<file path="config.mk">
export PLATFORM = sky130hd
export DESIGN_NAME = sync_fifo_rd_stream
export DESIGN_NICKNAME = d
export VERILOG_FILES = /design/src/rtl/sync_fifo_rd_stream.sv
export SDC_FILE = /design/constraint.sdc
export NUM_CORES = 1
export LEC_CHECK = 0
export CAP_MARGIN = 20
export CELL_PAD_IN_SITES_DETAIL_PLACEMENT = 2
export CELL_PAD_IN_SITES_GLOBAL_PLACEMENT = 2
export CORE_MARGIN = 1.5
export CORE_UTILIZATION = 37
export DETAILED_ROUTE_END_ITERATION = 6
export GPL_ROUTABILITY_DRIVEN = 1
export HOLD_SLACK_MARGIN = 0.03
export PLACE_DENSITY_LB_ADDON = 0.1
export SYNTH_ARGS = -nofsm -noshare
export SYNTH_HDL_FRONTEND = slang
export SYNTH_SLANG_ARGS = --single-unit
</file>
<file path="constraint.sdc">
create_clock -name clk -period 6.2 [get_ports clk]
set_clock_uncertainty 0.05 [all_clocks]
set_input_delay 1.86 -clock clk [delete_from_list [all_inputs] [get_ports clk]]
set_output_delay 1.86 -clock clk [all_outputs]
set_load 0.05 [all_outputs]
</file>
<file path="src/rtl/sync_fifo_rd_stream.sv">
// sync_fifo_rd_stream: drains a sync_fifo through its rd_en/rd_data/empty
// port and re-presents the words as a valid/ready stream. A 3-entry skid
// buffer absorbs the FIFO's one-cycle read latency, so reads are issued from
// registered occupancy alone and m_ready never reaches fifo_rd_en.
module sync_fifo_rd_stream #(
    parameter int DATA_WIDTH = 8,
    parameter int CNT_WIDTH  = 16
) (
    input  logic                  clk,
    input  logic                  rst_n,
    output logic                  fifo_rd_en,
    input  logic [DATA_WIDTH-1:0] fifo_rd_data,
    input  logic                  fifo_empty,
    output logic                  m_valid,
    output logic [DATA_WIDTH-1:0] m_data,
    input  logic                  m_ready,
    input  logic                  flush,
    output logic [CNT_WIDTH-1:0]  word_cnt
);

    logic                  run;
    logic                  inflight;
    logic [1:0]            occ;
    logic [1:0]            head;
    logic [1:0]            tail;
    logic [DATA_WIDTH-1:0] buf_mem [3];
    logic                  push;
    logic                  pop;

    // Pointers walk 0,1,2,0 ... over the three buffer slots.
    function automatic logic [1:0] ptr_inc(input logic [1:0] p);
        return (p == 2'd2) ? 2'd0 : p + 2'd1;
    endfunction

    // Run flag keeps reads off for the first edge after reset release.
    always_ff @(posedge clk or negedge rst_n) begin
        if (!rst_n) begin
            run <= 1'b0;
        end else begin
            run <= 1'b1;
        end
    end

    // Issue a read only when the word it returns is guaranteed a slot:
    // buffered words plus the one in flight must stay below three.
    always_comb begin
        fifo_rd_en = 1'b0;
        if (run && !flush && !fifo_empty &&
            (({1'b0, occ} + {2'b00, inflight}) < 3'd3)) begin
            fifo_rd_en = 1'b1;
        end
    end

    assign m_valid = (occ != 2'd0);
    assign m_data  = buf_mem[head];
    assign pop     = m_valid && m_ready;
    assign push    = inflight && !flush;

    // Occupancy, pointers and the in-flight marker; flush drops everything
    // held here, including the word returning from the FIFO this cycle.
    always_ff @(posedge clk or negedge rst_n) begin
        if (!rst_n) begin
            inflight <= 1'b0;
            occ      <= 2'd0;
            head     <= 2'd0;
            tail     <= 2'd0;
        end else begin
            inflight <= fifo_rd_en;
            if (flush) begin
                occ  <= 2'd0;
                head <= 2'd0;
                tail <= 2'd0;
            end else begin
                if (push) begin
                    tail <= ptr_inc(tail);
                end
                if (pop) begin
                    head <= ptr_inc(head);
                end
                if (push && !pop) begin
                    occ <= occ + 2'd1;
                end else if (pop && !push) begin
                    occ <= occ - 2'd1;
                end
            end
        end
    end

    // Capture the FIFO read data into the tail slot one cycle after the read.
    always_ff @(posedge clk or negedge rst_n) begin
        if (!rst_n) begin
            for (int i = 0; i < 3; i++) begin
                buf_mem[i] <= '0;
            end
        end else if (push) begin
            buf_mem[tail] <= fifo_rd_data;
        end
    end

    // Handshake counter; wraps freely, and a handshake in a flush cycle counts.
    always_ff @(posedge clk or negedge rst_n) begin
        if (!rst_n) begin
            word_cnt <= '0;
        end else begin
            word_cnt <= word_cnt + {{(CNT_WIDTH-1){1'b0}}, pop};
        end
    end

endmodule

</file>
==> results of run 1 <==
sequential cells by signal, indices dropped and copies added (netlist names):
name,count
buf_mem,24
inflight,1
tail,2
occ,2
head,2
run,1
word_cnt,16
placed cells by master (no fill, tap or decap), drive strengths merged, types with 2 or more instances in the layout:
master and count:
dfrtp 48, clkdlybuf4s50 36, mux2 25, nand2 14, xor2 12, o21ai 10
mux2i 10, nor2 7, clkbuf 6, nand4 6, nand3 5, nor3 5
inv 4, nor4 4, a21oi 4, ha 4, xnor2 3, buf 3
nor3b 2, clkinvlp 2, nand2b 2
worst max-delay path: stages:
cell and delay [ns]:
clkdlybuf4s50_1 0.54, or4b_2 0.72, a21oi_1 0.21, buf_4 0.24
power by group through the flow:
stage,clock network [mW],logic (mW),registers (mW)
after CTS,0.204,0.202,0.376
final,0.194,0.202,0.376
after floorplan,0,0.0962,0.408
after global placement,0,0.196,0.377
after detailed placement,0,0.201,0.382
after global routing,0.216,0.216,0.381
cell type report:
type / instances / area share
inverter: 4 / 0.005422
clock inverter: 2 / 0.005422
clock buffer: 6 / 0.02982
sequential: 48 / 0.4338
tap: 72 / 0.03253
multi-input combinational: 122 / 0.3484
timing repair buffer: 39 / 0.1446
metal layers:
metal,share of wire,track usage
met5,0,0
met4,0.015,0.06379
met3,0.027,0.02841
met2,0.50,0.3017
met1,0.46,0.2476
metrics by stage:
step / util / cells / instance area, um2 / hold slack, ns
5_1_grt: 0.4938 / 293 / 2769 / 0.4572
3_5_place_dp: 0.4714 / 284 / 2644 / 0.4118
4_1_cts: 0.4888 / 292 / 2741 / 0.4260
3_3_place_gp: 0.4714 / 284 / 2644 / 0.4069
6_report: 0.4938 / 293 / 2769 / 0.4248
2_1_floorplan: - / 178 / 2201 / 0.4300
cell families (layout without fill, tap and decap cells):
family,after synthesis,in the layout
DFF,48,48
and+or+nand+nor,51,51
muxes,35,35
xor gates and xnor gates,15,15
adders and majority gates,4,4
other,1,1
buffers and inverters,8,51
AOI/OAI and AO/OA,16,16
worst max path at each step:
stage	from	endpoint	slack, ns	cells after the start
global placement	flush	fifo_rd_en	0.81	4
detailed placement	flush	fifo_rd_en	0.71	4
finish	flush	fifo_rd_en	0.72	4
CTS	flush	fifo_rd_en	0.69	4
floorplan	flush	fifo_rd_en	0.97	2
global route	flush	fifo_rd_en	0.64	4
==> impl_metrics.csv, run 1 <==
group,metric,value,unit
detailed_routing,antenna_left,0,
placement,gp_congestion,0.6780,
synthesis,synth_top_family_by_area,"multiplexers",
outcome,outcome,"finished, final reports clean",
power_and_ir_drop,leakage,1.233,nW
run,cap_violations,0,
finish,final_nets,237,
setup_path,cp.required,4.29,ns
floorplan,die_area,6420,um2
synthesis,syn_avg_cell_area,12.36,um2
floorplan,floorplan.die.height,80.13,um
power_and_ir_drop,seq_power_share,0.487,
timing,fin_crit_sh,0.8836,
clock_tree,clkLatencyLatePin,0.30,ns
global_routing,grt_overflow,0,
synthesis,yosys-top-cells-area,"dfrtp_1 55%, mux2_2 13%, xor2_1 4.8%",
worst_hold_path,hp-class,"flip-flop to flip-flop",
timing,slew_violations,0,
detailed_routing,drc_errors,0,
setup_path,path_class,"input port to primary output",
setup_path,r2r-start,"occ[1]",
floorplan,row_count,27,
global_routing,first_global_vias,1731,
clock_tree,numClockSinks,48,
clock_tree,cts_tree,"done",
synthesis,yosysMostFrequentCell,"dfrtp_1",
synthesis,synth_seq_cells,48,
synthesis,synth.distinct_cells,33,
clock_tree,cts_buffers,5,
synthesis,yosysSeqAreaShare,0.5458,
clock_tree,hold_buffers,0,
synthesis,synthCells,178,
synthesis,synthArstFlopShare,1.000,
synthesis,ys_warn_count,0,
synthesis,synth_flop_cell,"dfrtp_1",
setup_path,r2r_end,"word_cnt[14]",
timing,max_slew_margin,0.4606,
worst_hold_path,holdPathStages,1,
detailed_routing,firstDrtPassIters,3,
timing,setup_violations,0,
global_routing,grt_pass1_wl,8804,um
clock_tree,cts_resized,0,
floorplan,ios,39,
power_and_ir_drop,power.density,278.5,nW/um2
synthesis,synth_largest_area_cell,"dfrtp_1",
power_and_ir_drop,vdd_drop_max,0.2193,mV
power_and_ir_drop,switching_share,0.3345,
synthesis,synth-adder-area-share,0.02274,
timing,max_slew.worst_pin.slew,0.8075,ns
finish,multi_input_area,964.7,um2
clock_tree,cts_root_buffer,"clkbuf_8",
floorplan,core_area,5608,um2
synthesis,synth-compound-area-share,0.03923,
setup_path,worst_setup_path_end_kind,"primary output",
setup_path,critical_path_peak_fanout,8,
finish,fillers,581,
power_and_ir_drop,finalPower,0.7711,mW
synthesis,synth-simple-area-share,0.1416,
timing,setup_tns,0,ns
power_and_ir_drop,p_int,0.5132,mW
timing,min_period,5.478,ns
global_routing,antenna_found_initial,0,
clock_tree,post_cts.repair.setup_buffers,0,
floorplan,die_x,80.13,um
placement,preCtsSetupSlack,0.7077,ns
placement,hpwl,3732,um
synthesis,ys_top_cells_by_count,"48 x dfrtp_1, 25 x mux2_2, 14 x nand2_1",
setup_path,r2r_slack,4.11,ns
finish,diodes,0,
timing,worst_slack,0.7217,ns
synthesis,synth_nets,195,
global_routing,grt_start_max_net_pins,49,
timing,hold_violations,0,
timing,timing.fmax,182.5,MHz
finish,syn_to_final_growth,25.81,%
clock_tree,cts_max_level,2,
worst_hold_path,worstHoldStart,"word_cnt[15]",
detailed_routing,vias_per_cell,5.246,
power_and_ir_drop,power_frac_comb,0.262,
clock_tree,clk_pin_slew,0.09,ns
detailed_routing,drt_iter0_drc,60,
power_and_ir_drop,p_sw,0.2579,mW
timing,rsz0062_at_grt,"false",
global_routing,track_usage,0.1841,
setup_path,cp.arrival,3.57,ns
synthesis,synth_edf_count,0,
synthesis,synthXorXnorAreaFrac,0.05969,
detailed_routing,wl_per_cell,17.84,um
finish,drive_above_1_share,0.1946,
synthesis,synth_area,2201,um2
finish,register_area,1201,um2
clock_tree,ctsLongestPathBuffers,2,
power_and_ir_drop,clkPwrFrac,0.251,
worst_hold_path,whs_endpoint,"word_cnt[15]",
detailed_routing,finalWirelength,5228,um
placement,port_buffers,38,
synthesis,synth_top_area_frac,0.5458,
synthesis,synthMuxAreaShare,0.1734,
floorplan,start_util,0.3925,
setup_path,r2r_cells,6,
setup_path,cp-start-kind,"input port",
detailed_routing,vias,1537,
(Power assumes the default switching activity.)
==> run 2, diff against run 1 <==
--- a/config.mk
+++ b/config.mk
@@ -14,6 +14,7 @@
 export GPL_ROUTABILITY_DRIVEN = 1
 export HOLD_SLACK_MARGIN = 0.03
 export PLACE_DENSITY_LB_ADDON = 0.1
+export RECOVER_POWER = 50
 export SYNTH_ARGS = -nofsm -noshare
 export SYNTH_HDL_FRONTEND = slang
 export SYNTH_SLANG_ARGS = --single-unit
==> run 2 against run 1 <==
  * Critical endpoint unchanged
  * Largest power group unchanged
  * Via count is 0.26% lower
  * Total power fell by 0.28%
  * Combinational power hardly changed
  * Maximum frequency down 1.6%
  * Non-clock buffer count stayed put
  * Worst setup slack got worse by 0.090 ns
  * Clock power barely moved
  * Die area unchanged
  * Highest routed layer unchanged
  * Critical path type unchanged
  * Critical path depth is the same
  * Largest cell class unchanged
==> impl_metrics.csv, run 2 (synthesis results as in run 1) <==
group,metric,value,unit
clock_tree,clk_pin_slew,0.09,ns
timing,setup_violations,0,
floorplan,core_area,5608,um2
detailed_routing,vias_per_cell,5.232,
setup_path,cp.required,4.29,ns
clock_tree,cts_root_buffer,"clkbuf_8",
setup_path,cp-startpoint,"flush",
placement,hpwl,3732,um
placement,gp_congestion,0.6780,
clock_tree,post_cts.repair.setup_buffers,0,
detailed_routing,vias,1533,
finish,fin_util,0.4893,
global_routing,grt_pass1_wl,8804,um
setup_path,cp_slowest_cell,"or4b_2",
floorplan,floorplan.die.height,80.13,um
timing,slew_violations,0,
finish,diodes,0,
global_routing,first_global_vias,1731,
finish,largest_reg_flops,24,
clock_tree,ctsLongestPathBuffers,2,
floorplan,row_count,27,
timing,setup_tns,0,ns
clock_tree,clkLatencyLatePin,0.30,ns
finish,largest_register,"buf_mem",
setup_path,r2r_cells,6,
setup_path,r2r_slack,4.11,ns
placement,port_buffers,38,
floorplan,ios,39,
finish,largestRegisters,"buf_mem: 24 flops, word_cnt: 16 flops",
finish,final_nets,237,
finish,drive_above_1_share,0.1855,
outcome,outcome,"finished, final reports clean",
setup_path,cp.arrival,3.66,ns
finish,layout_commonest_cell,"dfrtp_1",
run,cap_violations,0,
global_routing,grt_start_max_net_pins,49,
setup_path,critical_path_peak_fanout,8,
placement,preCtsSetupSlack,0.7077,ns
timing,hold_ws,0.4248,ns
timing,max_slew_margin,0.1058,
clock_tree,cts_buffers,5,
detailed_routing,finalWirelength,5235,um
worst_hold_path,hp-class,"flip-flop to flip-flop",
clock_tree,hold_buffers,0,
timing,timing.fmax,179.6,MHz
detailed_routing,drt_iter0_drc,53,
detailed_routing,wl_per_cell,17.87,um
floorplan,start_util,0.3925,
setup_path,cpPeakStageDelay,0.70,ns
timing,rsz0062_at_grt,"false",
finish,fillers,583,
clock_tree,cts_tree,"done",
power_and_ir_drop,power.density,280.3,nW/um2
power_and_ir_drop,vdd_drop_max,0.2193,mV
setup_path,r2r-start,"occ[1]",
detailed_routing,drc_errors,0,
global_routing,grt_overflow,0,
worst_hold_path,holdPathStages,1,
clock_tree,cts_max_level,2,
setup_path,r2r_end,"word_cnt[14]",
detailed_routing,antenna_left,0,
finish,most-common-layout-cells,"48 x dfrtp_1, 34 x clkdlybuf4s50_1, 25 x mux2_2, 14 x nand2_1, 12 x xor2_1",
clock_tree,numClockSinks,48,
timing,min_period,5.568,ns
floorplan,die_area,6420,um2
power_and_ir_drop,leakage,1.219,nW
timing,hold_violations,0,
detailed_routing,firstDrtPassIters,3,
setup_path,worst_setup_path_end_kind,"primary output",
power_and_ir_drop,finalPower,0.7690,mW
global_routing,antenna_found_initial,0,
timing,max_slew.worst_pin.slew,1.341,ns
clock_tree,cts_resized,0,
global_routing,track_usage,0.1841,
floorplan,die_x,80.13,um
setup_path,path_cells,"dlygate4sd3_1, or4b_2, a21oi_1, buf_4",
setup_path,path_class,"input port to primary output",
timing,fin_crit_sh,0.8981,
setup_path,cp-start-kind,"input port",
finish,syn_to_final_growth,24.67,%
timing,worst_slack,0.6318,ns
worst_hold_path,worstHoldStart,"word_cnt[15]",
worst_hold_path,whs_endpoint,"word_cnt[15]",
## run 2: cell types whose count changed in the layout (fill, tap and decap cells not counted), sizes merged
| cell | change |
|---|---|
| clkbuf | +2 |
| buf | -2 |
| dlygate4sd3 | +2 |
| clkdlybuf4s50 | -2 |
## run 2: how the worst max path moves through the flow
stage,endpoint,slack (ns),cells past startpoint
2_1_floorplan,fifo_rd_en,0.97,2
3_3_place_gp,fifo_rd_en,0.81,4
3_5_place_dp,fifo_rd_en,0.71,4
4_1_cts,fifo_rd_en,0.69,4
5_1_grt,fifo_rd_en,0.57,4
6_report,fifo_rd_en,0.63,4
## run 2: critical path, delay by kind of cell
family | cells | cell delay (ns)
AO/OA/AOI/OAI | 1 | 0.21
buffers and inverters | 2 | 0.89
AND/OR/NAND/NOR | 1 | 0.70
## run 2: final cells by class
type	instances	area, um2	share of cell area
Clock buffer	6	82.58	0.03010
Clock inverter	2	15.01	0.005472
Inverter	4	15.01	0.005472
Multi-Input combinational cell	122	964.7	0.3516
Sequential cell	48	1201	0.4378
Tap cell	72	90.09	0.03283
Timing Repair Buffer	39	375.4	0.1368
## run 2: metrics by stage
stage	std cells	cell area (um2)
after floorplan	178	2201
after global placement	284	2644
after detailed placement	284	2644
after CTS	292	2741
after global routing	293	2744
final	293	2744
## run 2: routing by layer
metal  GRT usage  wire [um]
met5           0          0
met4     0.06379         80
met3     0.02841        139
met2      0.3017       2613
met1      0.2476       2401
## run 2: power by group
group	switching, mW	leakage (nW)	internal [mW]
clock network	0.103	0.0434	0.0904
registers	0.0300	0.642	0.346
logic	0.124	0.533	0.0751
total	0.258	1.22	0.511
==> run 3, diff against run 2 <==
--- a/config.mk
+++ b/config.mk
@@ -8,6 +8,7 @@
 export CAP_MARGIN = 20
 export CELL_PAD_IN_SITES_DETAIL_PLACEMENT = 2
 export CELL_PAD_IN_SITES_GLOBAL_PLACEMENT = 2
+export CORE_ASPECT_RATIO = 0.8
 export CORE_MARGIN = 1.5
 export CORE_UTILIZATION = 37
 export DETAILED_ROUTE_END_ITERATION = 6
==> run 3 against run 2 <==
  * The flow now finishes with violations (max-capacitance violations, max-slew violations)
  * Clock power up 2%
  * Worst setup slack worse by 0.038 ns
  * Via count up 1.2%
  * Die area about the same
  * Sequential cell count unchanged
  * Core utilization up 0.47 points
  * Design area up 0.55%
  * Critical endpoint unchanged
  * Largest power group unchanged
==> impl_metrics.csv, run 3 (synthesis results as in run 1) <==
group,metric,value,unit
setup_path,worst_setup_path_end_kind,"primary output",
power_and_ir_drop,clkPwrFrac,0.256,
finish,instances_no_fill,299,
timing,min_period,5.606,ns
detailed_routing,drt_iter0_drc,55,
detailed_routing,wl_met3,219,um
placement,gp_congestion,0.7200,
power_and_ir_drop,p_sw,0.2649,mW
clock_tree,cts_root_buffer,"clkbuf_8",
floorplan,start_util,0.3940,
outcome,violations,"max-capacitance violations, max-slew violations",
setup_path,r2r_cells,6,
finish,diodes,0,
clock_tree,clkLatencyLatePin,0.31,ns
timing,setup_violations,0,
setup_path,path_class,"input port to primary output",
setup_path,cp-start-kind,"input port",
setup_path,cp_top_family,"buffers and inverters",
clock_tree,cts_max_level,2,
floorplan,die_x,89.23,um
setup_path,cpPeakStageDelay,0.70,ns
setup_path,crit_buf_inv,2,
global_routing,antenna_found_initial,0,
finish,drive_above_1_share,0.1855,
timing,worst_slack,0.5935,ns
setup_path,path_cells,"dlygate4sd3_1, or4b_2, a21oi_1, buf_12",
finish,final_nets,237,
power_and_ir_drop,finalPower,0.7756,mW
timing,max_slew_margin,-0.2976,
finish,syn_to_final_growth,25.36,%
finish,most-common-layout-cells,"48 x dfrtp_1, 34 x clkdlybuf4s50_1, 25 x mux2_2, 14 x nand2_1, 12 x xor2_1",
power_and_ir_drop,power.density,281.1,nW/um2
timing,hold_ws,0.4251,ns
finish,layout_commonest_cell,"dfrtp_1",
setup_path,r2r-start,"occ[1]",
detailed_routing,vias,1551,
timing,timing.fmax,178.4,MHz
setup_path,r2r_slack,4.09,ns
power_and_ir_drop,seq_power_share,0.485,
timing,rsz0062_at_grt,"false",
worst_hold_path,hp-class,"flip-flop to flip-flop",
clock_tree,cts_buffers,5,
finish,largest_reg_flops,24,
power_and_ir_drop,power_frac_comb,0.259,
clock_tree,cts_resized,0,
setup_path,r2r_end,"word_cnt[13]",
run,cap_violations,1,
clock_tree,cts_tree,"done",
detailed_routing,drc_errors,0,
placement,hpwl,3914,um
power_and_ir_drop,switching_share,0.3415,
power_and_ir_drop,vdd_drop_max,0.1089,mV
timing,slew_violations,37,
placement,preCtsSetupSlack,0.6628,ns
clock_tree,ctsLongestPathBuffers,2,
global_routing,grt_pass1_wl,9252,um
finish,final_cell_area,2759,um2
global_routing,first_global_vias,1749,
detailed_routing,firstDrtPassIters,4,
detailed_routing,vias_per_cell,5.187,
floorplan,ios,39,
power_and_ir_drop,p_int,0.5107,mW
detailed_routing,wl_met2,2723,um
worst_hold_path,holdPathStages,1,
clock_tree,hold_buffers,0,
timing,max_slew.worst_pin.slew,1.946,ns
placement,placed_cells,290,
global_routing,track_usage,0.1942,
setup_path,cp.required,4.29,ns
finish,fin_util,0.4940,
finish,largestRegisters,"buf_mem: 24 flops, word_cnt: 16 flops",
clock_tree,clk_pin_slew,0.09,ns
detailed_routing,finalWirelength,5468,um
power_and_ir_drop,leakage,1.230,nW
global_routing,grt_start_max_net_pins,49,
placement,port_buffers,38,
global_routing,grt_overflow,0,
floorplan,die_area,6423,um2
setup_path,cp_slowest_cell,"or4b_2",
timing,fin_crit_sh,0.9043,
finish,largest_register,"buf_mem",
timing,hold_violations,0,
placement,placed_cell_area,2664,um2
floorplan,row_count,24,
floorplan,core_area,5585,um2
detailed_routing,antenna_left,0,
setup_path,critical_path_peak_fanout,8,
detailed_routing,drt-met1-wl,2447,um
detailed_routing,wl_per_cell,18.29,um
finish,fillers,570,
setup_path,cp.arrival,3.70,ns
outcome,outcome,"complete, but fails checks",
clock_tree,numClockSinks,48,
detailed_routing,routed.top_layer,"met4",
worst_hold_path,worstHoldStart,"word_cnt[15]",
worst_hold_path,whs_endpoint,"word_cnt[15]",
clock_tree,post_cts.repair.setup_buffers,0,
timing,setup_tns,0,ns
floorplan,floorplan.die.height,71.98,um
run 3: layout make-up:
type	count	area, um2	share of cell area
Clock buffer	6	82.58	0.02993
Clock inverter	2	10.01	0.003628
Inverter	4	15.01	0.005442
Multi-Input combinational cell	122	964.7	0.3497
Sequential cell	48	1201	0.4354
Tap cell	78	97.59	0.03537
Timing Repair Buffer	39	387.9	0.1406
run 3: routing by layer:
metal,global-route usage,vias up
li1,-,710
met1,0.2599,803
met2,0.3150,31
met3,0.03754,7
met4,0.07009,0
met5,0,-
run 3: how the worst max path moves through the flow:
stage | start | end | slack [ns] | cells past startpoint
floorplan | flush | fifo_rd_en | 0.97 | 2
global placement | flush | fifo_rd_en | 0.75 | 4
detailed placement | flush | fifo_rd_en | 0.66 | 4
CTS | flush | fifo_rd_en | 0.65 | 4
global route | flush | fifo_rd_en | 0.53 | 4
finish | flush | fifo_rd_en | 0.59 | 4
run 3: power groups by stage:
stage | clock [mW] | combinational [mW] | sequential [mW]
6_report | 0.198 | 0.201 | 0.376
2_1_floorplan | 0 | 0.0962 | 0.408
3_3_place_gp | 0 | 0.197 | 0.377
3_5_place_dp | 0 | 0.203 | 0.383
5_1_grt | 0.217 | 0.212 | 0.383
4_1_cts | 0.207 | 0.204 | 0.377
run 3: worst register-to-register path, cell delays in order (launching register included):
cell	delay, ns
dfrtp_1	0.46
o21ai_0	0.26
inv_1	0.15
ha_1	0.22
nand4_2	0.26
nor4_1	0.47
xor2_1	0.17
